File: src/rtl/tick_scheduler_pkg.sv
// Shared types and defaults for the tick scheduler: run-state encoding, channel ids, reset periods.
// No logic; imported by tick_channel and tick_scheduler.
// Backpressure: n/a.
package tick_scheduler_pkg;

    typedef enum logic [1:0] {
        ST_IDLE  = 2'd0,
        ST_RUN   = 2'd1,
        ST_PAUSE = 2'd2
    } state_e;

    localparam logic [1:0] CH_PIX  = 2'd0;
    localparam logic [1:0] CH_SCAN = 2'd1;
    localparam logic [1:0] CH_PHYS = 2'd2;

    localparam int DEF_CNT_W    = 20;
    localparam int DEF_PIX_DIV  = 4;
    localparam int DEF_SCAN_DIV = 65536;
    localparam int DEF_PHYS_DIV = 524288;

endpackage

File: src/rtl/tick_channel.sv
// One tick channel: down-counter with shadowed period, pending-update flag and reload logic.
// Latency: tick is high in the cycle the counter reads 0; a shadow loaded at edge N is pending from N+1.
// Backpressure: o_pending stays high until the shadow is applied; the parent gates new loads on it.
module tick_channel
    import tick_scheduler_pkg::*;
#(
    parameter int CNT_W   = DEF_CNT_W,
    parameter int RST_DIV = DEF_PIX_DIV
) (
    input  logic             i_clk,
    input  logic             i_rst,
    input  logic             i_run,
    input  logic             i_freeze,
    input  logic             i_hold_reload,
    input  logic             i_load,
    input  logic [CNT_W-1:0] i_load_div,
    output logic             o_tick,
    output logic             o_pending
);

    localparam logic [CNT_W-1:0] ONE       = CNT_W'(1);
    localparam logic [CNT_W-1:0] RST_DIV_W = CNT_W'(RST_DIV);

    logic [CNT_W-1:0] r_div;
    logic [CNT_W-1:0] r_cnt;
    logic [CNT_W-1:0] r_shadow;
    logic             r_pend;

    logic [CNT_W-1:0] w_shadow_eff;
    logic             w_idle;
    logic             w_zero;

    // A programmed 0 behaves as 1 so the reload value never underflows.
    assign w_shadow_eff = (r_shadow == '0) ? ONE : r_shadow;
    assign w_idle       = !i_run && !i_freeze;
    assign w_zero       = (r_cnt == '0);

    assign o_tick    = i_run && w_zero;
    assign o_pending = r_pend;

    always_ff @(posedge i_clk) begin
        if (i_rst) begin
            r_div    <= RST_DIV_W;
            r_cnt    <= RST_DIV_W - ONE;
            r_shadow <= '0;
            r_pend   <= 1'b0;
        end else begin
            if (i_load) begin
                r_shadow <= i_load_div;
                r_pend   <= 1'b1;
            end
            if (w_idle && r_pend) begin
                r_div  <= w_shadow_eff;
                r_cnt  <= w_shadow_eff - ONE;
                r_pend <= 1'b0;
            end else if (i_hold_reload) begin
                r_cnt <= r_div - ONE;
            end else if (i_run) begin
                if (w_zero) begin
                    // Period boundary: a pending period takes effect here, never mid-period.
                    if (r_pend) begin
                        r_div  <= w_shadow_eff;
                        r_cnt  <= w_shadow_eff - ONE;
                        r_pend <= 1'b0;
                    end else begin
                        r_cnt <= r_div - ONE;
                    end
                end else begin
                    r_cnt <= r_cnt - ONE;
                end
            end
        end
    end

endmodule

File: src/rtl/tick_scheduler.sv
// Clock-enable generator for pixel, scan and physics domains with IDLE/RUN/PAUSE sequencing; optional physics tick statistics under TICK_SCHEDULER_STATS_EN.
// Latency: start at edge N gives RUN at N+1 and first tick of a period-D channel at N+D; ticks come only from registered state.
// Backpressure: o_cfg_ready drops after an accepted update and returns once every pending period has been applied.
module tick_scheduler
    import tick_scheduler_pkg::*;
#(
    parameter int CNT_W    = DEF_CNT_W,
    parameter int PIX_DIV  = DEF_PIX_DIV,
    parameter int SCAN_DIV = DEF_SCAN_DIV,
    parameter int PHYS_DIV = DEF_PHYS_DIV
) (
    input  logic             i_clk,
    input  logic             i_rst,
    input  logic             i_start,
    input  logic             i_pause,
    input  logic             i_stop,
    input  logic             i_cfg_valid,
    output logic             o_cfg_ready,
    input  logic [1:0]       i_cfg_sel,
    input  logic [CNT_W-1:0] i_cfg_div,
    output logic             o_pix_tick,
    output logic             o_scan_tick,
    output logic             o_phys_tick,
    output logic [1:0]       o_state,
    output logic [15:0]      o_phys_count
);

    state_e r_state;
    state_e w_state_nxt;

    logic [2:0] w_pend;
    logic       w_xfer;
    logic       w_disp_run;
    logic       w_phys_run;
    logic       w_phys_freeze;
    logic       w_hold_reload;

    always_ff @(posedge i_clk) begin
        if (i_rst) begin
            r_state <= ST_IDLE;
        end else begin
            r_state <= w_state_nxt;
        end
    end

    always_comb begin
        w_state_nxt = r_state;
        case (r_state)
            ST_IDLE: begin
                if (i_start && !i_stop) w_state_nxt = ST_RUN;
            end
            ST_RUN: begin
                if (i_stop)       w_state_nxt = ST_IDLE;
                else if (i_pause) w_state_nxt = ST_PAUSE;
            end
            ST_PAUSE: begin
                if (i_stop)                   w_state_nxt = ST_IDLE;
                else if (i_start && !i_pause) w_state_nxt = ST_RUN;
            end
            default: w_state_nxt = ST_IDLE;
        endcase
    end

    assign o_state = r_state;

    // Display channels keep running through PAUSE; only physics freezes.
    assign w_disp_run    = (r_state == ST_RUN) || (r_state == ST_PAUSE);
    assign w_phys_run    = (r_state == ST_RUN);
    assign w_phys_freeze = (r_state == ST_PAUSE);
    assign w_hold_reload = (w_state_nxt == ST_IDLE);

    assign o_cfg_ready = ~|w_pend;
    assign w_xfer      = i_cfg_valid && o_cfg_ready;

    tick_channel #(.CNT_W(CNT_W), .RST_DIV(PIX_DIV)) u_pix (
        .i_clk         (i_clk),
        .i_rst         (i_rst),
        .i_run         (w_disp_run),
        .i_freeze      (1'b0),
        .i_hold_reload (w_hold_reload),
        .i_load        (w_xfer && (i_cfg_sel == CH_PIX)),
        .i_load_div    (i_cfg_div),
        .o_tick        (o_pix_tick),
        .o_pending     (w_pend[0])
    );

    tick_channel #(.CNT_W(CNT_W), .RST_DIV(SCAN_DIV)) u_scan (
        .i_clk         (i_clk),
        .i_rst         (i_rst),
        .i_run         (w_disp_run),
        .i_freeze      (1'b0),
        .i_hold_reload (w_hold_reload),
        .i_load        (w_xfer && (i_cfg_sel == CH_SCAN)),
        .i_load_div    (i_cfg_div),
        .o_tick        (o_scan_tick),
        .o_pending     (w_pend[1])
    );

    tick_channel #(.CNT_W(CNT_W), .RST_DIV(PHYS_DIV)) u_phys (
        .i_clk         (i_clk),
        .i_rst         (i_rst),
        .i_run         (w_phys_run),
        .i_freeze      (w_phys_freeze),
        .i_hold_reload (w_hold_reload),
        .i_load        (w_xfer && (i_cfg_sel == CH_PHYS)),
        .i_load_div    (i_cfg_div),
        .o_tick        (o_phys_tick),
        .o_pending     (w_pend[2])
    );

`ifdef TICK_SCHEDULER_STATS_EN
    logic [15:0] r_phys_count;

    always_ff @(posedge i_clk) begin
        if (i_rst) begin
            r_phys_count <= '0;
        end else if (o_phys_tick) begin
            r_phys_count <= r_phys_count + 16'd1;
        end
    end

    assign o_phys_count = r_phys_count;
`else
    assign o_phys_count = '0;
`endif

endmodule

File: config.mk
export PLATFORM = sky130hd
export DESIGN_NAME = tick_scheduler
export DESIGN_NICKNAME = d
export VERILOG_FILES = /design/src/rtl/tick_scheduler_pkg.sv /design/src/rtl/tick_channel.sv /design/src/rtl/tick_scheduler.sv
export SDC_FILE = /design/constraint.sdc
export NUM_CORES = 1
export LEC_CHECK = 0
export ABC_AREA = 0
export BUFFER_PORTS_ARGS = -buffer_cell sky130_fd_sc_hd__buf_2
export CORE_ASPECT_RATIO = 0.75
export CORE_MARGIN = 5
export CORE_UTILIZATION = 57
export CTS_CLUSTER_SIZE = 40
export DETAILED_ROUTE_END_ITERATION = 6
export HOLD_SLACK_MARGIN = 0.15
export PLACE_DENSITY = 0.89
export SETUP_SLACK_MARGIN = 0.1
export SLEW_MARGIN = 20
export SYNTH_ARGS = -nofsm -noshare
export SYNTH_HDL_FRONTEND = slang
export SYNTH_HIERARCHICAL = 1
export SYNTH_SLANG_ARGS = --single-unit
File: constraint.sdc
create_clock -name i_clk -period 3.3 [get_ports i_clk]
set_clock_uncertainty 0.15 [all_clocks]
set_input_delay 0.66 -clock i_clk [delete_from_list [all_inputs] [get_ports i_clk]]
set_output_delay 0.66 -clock i_clk [all_outputs]
set_load 0.02 [all_outputs]
Word level (Yosys, flattened, before mapping)
Cells that the tools add are included.
{ "word_totals": {"elab_cells": 131, "out_inout_bits": 22, "register_bits": 185, "in_bits": 28} }
{ "classes": {"addsub": 9, "muxes": 54, "reduce_logical": 48, "n_eq_ne": 7} }
{ "ops": {"columns": ["op", "count"], "rows": [
  ["$mux W20", 33],
  ["$sub A20 B1 Y20 const B", 9],
  ["$logic_not A20 Y1", 6],
  ["$reduce_bool A2 Y1", 9],
  ["$mux W1", 15],
  ["$logic_and A1 B1 Y1", 13],
  ["$reduce_and A4 Y1", 3],
  ["$mux W2", 5],
  ["$reduce_bool A3 Y1", 3],
  ["$logic_not A1 Y1", 6],
  ["$logic_not A2 Y1", 3],
  ["$ne A2 B2 Y1 const B", 3],
  ["$pmux W2 S3", 1],
  ["$reduce_or A2 Y1", 3],
  ["$eq A2 B1 Y1 const B", 2],
  ["$eq A2 B2 Y1 const B", 2],
  ["$reduce_or A3 Y1", 1],
  ["$logic_or A1 B1 Y1", 1]
]} }

Depth between registers and ports, before layout
Gate-level depths: netlist (run 1).
{ "logic_depth": {"word_depth": 9, "mapped_depth": 13, "depth_no_buf": 12} }

Cells and area by module
Netlist (run 1), hierarchy kept.
{ "modules_own_cells": {"columns": ["mod", "seq_area_each_um2", "n_inst", "area_each_um2", "cells_each"], "rows": [
  ["tick_channel (u_pix)", 1221.2, 1, 3957.5, 490],
  ["tick_channel (u_scan)", 1221.2, 1, 3933.8, 487],
  ["tick_channel (u_phys)", 1221.2, 1, 3784.9, 461],
  ["tick_scheduler", 40.0, 1, 346.6, 47]
]} }

Worst setup path after synthesis (run 1)
OpenSTA, ideal clock, no wires.
{ "synth_timing": {"kind": "flip-flop to flip-flop", "start": "reg u_phys.r_shadow[9]", "end": "reg u_phys.r_cnt[8]", "synth_period_minus_slack_ns": 3.168, "path_stages_with_launch": 13, "path_slack_ns": 0.132, "setup_time_ns": 0.120, "path_buffers": 2, "arrival_ns": 2.899, "required_time_ns": 3.030, "cell_sequence": "dfxtp_1 > clkbuf_1 > nor4_1 > and2_1 > and3_1 > a21oi_1 > ha_1 > or4b_2 > clkbuf_1 > nor4_1 > xnor2_1 > a221oi_1 > a211o_1"} }
{ "synth_via": {"elab_chain_len": 8} }
{ "synth_rtl": {"columns": ["element", "line_no", "source"], "rows": [
  ["from (decl)", "tick_channel.sv:26", "logic [CNT_W-1:0] r_shadow;"],
  ["from (signal assigned)", "tick_channel.sv:49", "r_shadow <= i_load_div;"],
  ["$logic_not A20 Y1 (*)", "tick_channel.sv:34", "assign w_shadow_eff = (r_shadow == '0) ? ONE : r_shadow;"],
  ["$mux W20 (*)", "tick_channel.sv:34", null],
  ["$sub A20 B1 Y20 (*)", "tick_channel.sv:54, tick_channel.sv:63", null],
  ["$mux W20", "tick_channel.sv:61", "if (r_pend) begin"],
  ["$mux W20", "tick_channel.sv:59", "if (w_zero) begin"],
  ["$mux W20", "tick_channel.sv:58", "end else if (i_run) begin"],
  ["$mux W20", "tick_channel.sv:56", "end else if (i_hold_reload) begin"],
  ["$mux W20 (*)", "tick_channel.sv:52", "if (w_idle && r_pend) begin"],
  ["to (signal assigned)", "tick_channel.sv:54", "r_cnt <= w_shadow_eff - ONE;"],
  ["to (signal assigned)", "tick_channel.sv:57", "r_cnt <= r_div - ONE;"],
  ["to (signal assigned)", "tick_channel.sv:63", "r_cnt <= w_shadow_eff - ONE;"],
  ["to (decl)", "tick_channel.sv:25", "logic [CNT_W-1:0] r_cnt;"]
]} }
Every way passes the cells marked *; elsewhere a longest branch is shown, timed or not. The select of a mux whose other input is x is not followed.
A chain may end at the register's enable or synchronous reset.

Final worst setup path (run 1)
{ "layout_timing": {"start": "reg u_scan.r_shadow[11]", "end": "reg u_scan.r_cnt[14]"} }
{ "layout_via": {"elab_chain_len": 8} }
{ "layout_rtl": {"columns": ["element", "line_no"], "rows": [
  ["from (decl)", "tick_channel.sv:26"],
  ["from (signal assigned)", "tick_channel.sv:49"],
  ["$logic_not A20 Y1", "tick_channel.sv:34"],
  ["$mux W20 (*)", "tick_channel.sv:34"],
  ["$sub A20 B1 Y20 (*)", "tick_channel.sv:54, tick_channel.sv:63"],
  ["$mux W20", "tick_channel.sv:61"],
  ["$mux W20", "tick_channel.sv:59"],
  ["$mux W20", "tick_channel.sv:58"],
  ["$mux W20", "tick_channel.sv:56"],
  ["$mux W20 (*)", "tick_channel.sv:52"],
  ["to (signal assigned)", "tick_channel.sv:54"],
  ["to (signal assigned)", "tick_channel.sv:57"],
  ["to (signal assigned)", "tick_channel.sv:63"],
  ["to (decl)", "tick_channel.sv:25"]
]} }
Marked as above.

==> out/qor.csv, run 1 <==
metric,value,unit
Post-Layout Cell Count,1873,
initial core utilization,57.39,%
total congestion overflow,0,
Setup Viol. Count Final,0,
leakage,5.613,nW
CTS tree,built,
worst rel slew slack,53.80,%
Crit path required time,3510,ps
die area,24130,µm²
flop2flop setup slack,100,ps
period utilization,96.86,%
I/O pins,50,
syn avg cell area,8.096,µm²
nature of the critical path endpoint,flop,
Pwr Density,495.9,nW/µm²
Initial DRT Pass Iterations,6,
vias,12300,
global-route wire length before repair,60280,µm
area grow syn2layout,14.18,%
dpl cells,1835,
Worst R2R End,u_scan/r_cnt[14],
family with the most delay on the worst path,simple AND/OR/NAND/NOR gates,
switch share,36.20,%
Sequential Power Share,38.3,%
die span in x,177.7,µm
Port Buf Inserts,33,
largest net degree at the start of global routing,89,
Most used DFF post-synth,dfxtp_1,
DP HPWL,27930,µm
core outline area,20950,µm²
worst min-delay path endpoint,u_scan/r_div[19],
asr flop ratio synth,0,%
total CTS buffers,17,
FP Rows,46,
Die Span Y,135.8,µm
CP max FO,6,
hold violation total from the final report,0,
Combinational Power Share,30.2,%
synthesized instance count,1485,
share of layout cells above drive strength 1,15.97,%
CTS Root Cell,clkbuf_16,
"CTS clk-pin slew, worst paths",90,ps
P_sw,0.002465,W
GP Congestion,1.002,
CP Data Arrival Time,3410,ps
Post-synth EDFFs,0,
RSZ-0062 raised after global routing,true,
Yosys reg bits,185,
cell taking the most area after synthesis,dfxtp_1,
Cell Int Power,0.004343,W
Hold Crit Class,flop to flop,
drt wl/cell,20.46,µm
Tot GR Track Use,31.17,%
Clk network pwr share,31.5,%
initial antenna violation count,1,
Max clock buf depth,2,
slowest cell on the critical path,or4_4,
Slew @ Worst Pin,686.6,ps
peak supply drop,295.7,µV
Worst Setup Start Kind,flop,
r2r worst-path depth,11,
Syn Std Cell Area,12020,µm²
hold_sp,u_scan/r_div[19],
commonest cells in the netlist,"207 x nor2_1, 185 x dfxtp_1, 103 x mux2i_1",
top area cells in the synthesized netlist,"dfxtp_1 31%, mux2i_1 8.6%, nor2_1 6.5%",
hold buffers post-CTS,0,
top-count cell post-synth,nor2_1,
# Max-Cap Violations,0,
Final nets,1615,
Max stage delay on crit path,590,ps
Skew-Pair Late Insertion Delay,450,ps
hold path cells,2,
post-synth top area share,30.80,%
Ys Warns,6,
Max Fclk,0.3129,GHz
CP bufs+invs,0,
library cells used by synthesis,98,
crit path kind,flop to flop,
Vias/cell,6.565,
DR DRC count,0,
CTS sink cnt,185,
H-tree depth,4,
crit path cell chain,or4_4 > nor3_4 > and3b_2 > a31oi_1 > ha_2 > nor3b_2 > nand4_1 > xnor2_1 > nor2_1 > or4b_1 > a22oi_1,
FF-to-FF Start,u_scan/r_shadow[11],
Detail Route Antenna Nets,0,
WHS,332.8,ps
status,completed,
Pwr Total,0.006808,W
Starting DRT DRC Count,2112,
"Seq/Total Area, Yosys",30.80,%
Final Slew Violations,0,
WL final,38330,µm
fin crit period,3196,ps
vias in the first global route,11300,
-- timing repair --
item,4_1_cts,5_1_grt
pin swaps,1,5
endpoints found under the setup margin,26,61
buffers inserted,2,3
resized for setup,8,13
-- metrics by stage --
stage / instance area (µm²) / utilization (%) / setup WS (ps) / setup TNS (ps)
after global placement: 12990 / 62.01 / 57.60 / 0
after detailed placement: 12990 / 62.01 / -38.16 / -41.93
after global routing: 13730 / 65.53 / 55.41 / 0
final: 13730 / 65.53 / 103.6 / 0
after floorplan: 12110 / - / 131.6 / 0
after CTS: 13650 / 65.18 / 78.33 / 0
-- flip-flops by register name (all words and copies together) (netlist names) --
signal,flops
u_phys/r_cnt,20
u_scan/r_div,20
u_pix/r_div,20
u_scan/o_pending,1
u_pix/r_shadow,20
u_scan/r_cnt,20
u_scan/r_shadow,20
u_pix/o_pending,1
u_pix/r_cnt,20
u_phys/o_pending,1
u_phys/r_shadow,20
o_state,2
u_phys/r_div,20
-- layout make-up --
type	instances	area (µm²)
sequential	185	3705
antenna	1	2.502
clock inverter	14	176.4
tap	288	360.3
inverter	28	105.1
clock buffer	18	439.2
timing repair buffer	152	1127
fill	1672	7222
multi-input combinational	1187	7812
-- worst max-delay path by stage --
| stage | from | to | cells after the start |
|---|---|---|---|
| after floorplan | u_phys/r_shadow[9] | u_phys/r_cnt[8] | 12 |
| after detailed placement | u_pix/r_shadow[15] | u_pix/r_cnt[10] | 11 |
| after CTS | u_pix/r_shadow[5] | u_pix/r_cnt[10] | 12 |
| after global placement | u_pix/r_shadow[15] | u_pix/r_cnt[10] | 11 |
| final | u_scan/r_shadow[11] | u_scan/r_cnt[14] | 11 |
| after global routing | u_pix/r_shadow[15] | u_pix/r_cnt[10] | 11 |
-- metal layers --
layer / part of all wire, % / vias up / GRT usage, %
li1: - / 5564 / -
met3: 13 / 101 / 8.454
met2: 43 / 868 / 44.72
met1: 42 / 5763 / 45.24
met5: 0 / - / 0
met4: 2.6 / 0 / 10.18
-- cell families (layout without fill, tap and decap cells) --
logic type | count (synthesis) | after routing | share of synthesized area [%]
flip-flops | 185 | 185 | 30.80
adder cells (fa/ha/maj) | 16 | 16 | 1.665
buffers and inverters | 135 | 212 | 5.838
AO/OA/AOI/OAI | 307 | 307 | 17.49
multiplexers | 104 | 104 | 8.669
other | 1 | 24 | 0.03119
XOR/XNOR | 125 | 125 | 9.106
AND/OR/NAND/NOR | 612 | 612 | 26.39
-- power by group through the flow --
stage / Sequential [W] / Combinational, W / Clock (W)
floorplan: 0.00258 / 0.00135 / 0
global placement: 0.00264 / 0.00189 / 0
detailed placement: 0.00264 / 0.00192 / 0
CTS: 0.00259 / 0.00195 / 0.00215
global route: 0.00263 / 0.00220 / 0.00225
finish: 0.00261 / 0.00206 / 0.00214
-- layout by cell type, fill, tap and decap left out, types with 16 or more instances in the layout --
cell	Yosys	final
nor2_1	207	207
dfxtp_1	185	184
buf_4	18	114
mux2i_1	103	103
nand2_1	98	98
a21oi_1	78	76
nor3_1	74	70
xnor2_1	64	63
xor2_1	61	61
nand3_1	46	46
o21ai_0	44	44
buf_2	9	32
nor4_1	35	32
inv_1	28	28
o22ai_1	26	26
conb_1	1	23
or4_1	23	22
nand4_1	19	19
a31oi_1	18	17
clkbuf_16	0	17
or3_1	16	16
a211oi_1	16	16
o31ai_1	16	16
-- worst min-delay path, cell delays in order, from the launching register on --
cell	delay, ps
dfxtp_1	330
nand2_1	60
a21oi_1	50
No activity file was read; power rests on OpenSTA's default activity.
==> inputs of run 2 (changes only) <==
- GPL_TIMING_DRIVEN: not set -> 0
==> out/qor.csv, run 2 (synthesized netlist as in run 1, its figures left out) <==
metric,value,unit,change
GP Congestion,1.017,,+1.5%
Initial DRT Pass Iterations,7,,+1
flop2flop setup slack,4,ps,-100 ps
most frequent cells in the layout,"206 x nor2_1, 164 x dfxtp_1, 103 x mux2i_1",,
hold_sp,u_scan/r_div[19],,
FF-to-FF Start,u_scan/r_shadow[11],,
status,"complete, but fails checks",,
leakage,5.561,nW,-0.92%
Slew @ Worst Pin,951.6,ps,+265.0 ps
crit path cell chain,buf_6 > or4_4 > nor3_4 > and3b_2 > a31oi_4 > ha_4 > nor3b_4 > nand4_1 > xnor2_2 > nor2_1 > or4b_1 > a22oi_1,,
Detail Route Antenna Nets,0,,unchanged
slowest cell on the critical path,or4_4,,
# Max-Cap Violations,0,,unchanged
hold path cells,2,,unchanged
worst min-delay path endpoint,u_scan/r_div[19],,
Port Buf Inserts,33,,unchanged
H-tree depth,4,,unchanged
"CTS clk-pin slew, worst paths",80,ps,about the same
DR DRC count,17,,+17
r2r worst-path depth,12,,+1
initial core utilization,57.39,%,unchanged
core outline area,20950,µm²,unchanged
crit path kind,flop to flop,,
WL final,41120,µm,+7.3%
Stages on worst setup path,12,,+1
GR peak layer,met2,,
nature of the critical path endpoint,flop,,
Worst Setup Start Kind,flop,,
fin crit period,3296,ps,+99.69 ps
largest net degree at the start of global routing,19,,-79%
Pwr Total,0.006968,W,+2.4%
"commonest non-fill, non-tap cell in the layout",nor2_1,,
failing checks,design-rule violations,,
Max stage delay on crit path,560,ps,-30 ps
Die Span Y,135.8,µm,unchanged
RSZ-0062 raised after global routing,true,,
I/O pins,50,,unchanged
hold violation total from the final report,0,,unchanged
Post-Layout Cell Count,1884,,+0.59%
global routing usage on met2,46.66,%,+1.9 points
hold buffers post-CTS,0,,unchanged
vias in the first global route,11300,,+0.044%
area grow syn2layout,15.70,%,
Max Fclk,0.3034,GHz,-3.0%
CP max FO,4,,-2
CTS Root Cell,clkbuf_16,,
Final Slew Violations,0,,unchanged
peak supply drop,414.8,µV,+40%
global-route wire length before repair,61840,µm,+2.6%
Vias/cell,6.739,,+2.7%
Max clock buf depth,2,,unchanged
CP Data Arrival Time,3500,ps,+90 ps
CP bufs+invs,1,,+1
initial antenna violation count,0,,-1
dpl cells,1828,,-0.38%
Final nets,1627,,+0.74%
DP HPWL,29120,µm,+4.3%
family with the most delay on the worst path,simple AND/OR/NAND/NOR gates,,
Worst R2R End,u_scan/r_cnt[14],,
CTS sink cnt,185,,unchanged
Pwr Density,500.9,nW/µm²,+1.0%
vias,12700,,+3.3%
Tot GR Track Use,32.32,%,+1.1 points
drt wl/cell,21.82,µm,+6.7%
Skew-Pair Late Insertion Delay,450,ps,about the same
Setup Viol. Count Final,0,,unchanged
Hold Crit Class,flop to flop,,
met1 global-route usage,45.58,%,+0.35 points
die area,24130,µm²,unchanged
die span in x,177.7,µm,unchanged
antenna cells,0,,-1
total congestion overflow,0,,unchanged
total CTS buffers,17,,unchanged
Starting DRT DRC Count,2358,,+12%
worst rel slew slack,35.98,%,-18 points
met3 Use GR,11.36,%,+2.9 points
period utilization,99.88,%,+3.0 points
FP Rows,46,,unchanged
share of layout cells above drive strength 1,16.60,%,+0.63 points
Crit path required time,3500,ps,about the same
CTS tree,built,,
## run 2: cell count changes in the layout (fill, tap and decap cells not counted), sizes merged
cell,before,now
buf,152,101
clkbuf,18,80
clkinv,4,5
clkinvlp,2,4
diode,1,0
dlymetal6s2s,0,1
inv,35,32
## run 2: worst max path at each step
stage / to / start / slack, ps
CTS: o_pix_tick / o_state[1] / 100
floorplan: u_phys/r_cnt[8] / u_phys/r_shadow[9] / 130
global route: u_scan/r_cnt[18] / u_scan/r_shadow[11] / -50
detailed placement: u_pix/r_cnt[10] / u_pix/r_shadow[5] / -670
global placement: u_pix/r_cnt[10] / u_pix/r_shadow[5] / -570
finish: u_scan/r_cnt[14] / u_scan/r_shadow[11] / 4
## run 2: metrics by stage
| step | cell area [µm²] | setup slack [ps] | setup TNS (ps) | utilization, % | hold slack, ps |
|---|---|---|---|---|---|
| global route | 13910 | -47.31 | -93.60 | 66.40 | 337.7 |
| floorplan | 12110 | 131.6 | 0 | - | 293.6 |
| CTS | 13580 | 100.5 | 0 | 64.82 | 320.7 |
| global placement | 12630 | -566.6 | -23450 | 60.29 | 305.2 |
| detailed placement | 12630 | -671.7 | -33470 | 60.29 | 309.4 |
| finish | 13910 | 3.940 | 0 | 66.40 | 324.5 |
## run 2: power breakdown
part | leakage [nW] | switching [W] | internal [W]
logic | 3.76 | 0.00135 | 0.000901
clock network | 0.287 | 0.00101 | 0.00110
registers | 1.52 | 0.000233 | 0.00238
## run 2: area by class of cell
cell class | count | area (µm²)
Fill cell | 1681 | 7039
Timing Repair Buffer | 57 | 349.1
Clock buffer | 18 | 439.2
Clock inverter | 14 | 162.7
Tap cell | 288 | 360.3
Inverter | 28 | 108.9
Buffer | 107 | 654.4
Sequential cell | 185 | 3737
Multi-Input combinational cell | 1187 | 8099
## run 2: worst reg2reg max path, stage by stage (launching register included)
cell     delay (ps)
dfxtp_2         320
buf_6           120
or4_4           560
nor3_4          210
and3b_2         250
a31oi_4         130
ha_4            220
nor3b_4         160
nand4_1         170
xnor2_2         170
nor2_1           80
or4b_1          470
a22oi_1         200
## run 2: routing by layer
| metal | vias up | wire [µm] |
|---|---|---|
| met1 | 5854 | 16120 |
| met5 | - | 0 |
| met4 | 0 | 1355 |
| met3 | 170 | 6531 |
| met2 | 1057 | 17110 |
| li1 | 5615 | - |
## run 2: timing repair
action | in CTS | in global routing
buffers inserted | 11 | 13
gates resized for setup | 70 | 83
cloned | 0 | 0
endpoints found under the setup margin | 120 | 109
pin swaps | 8 | 21
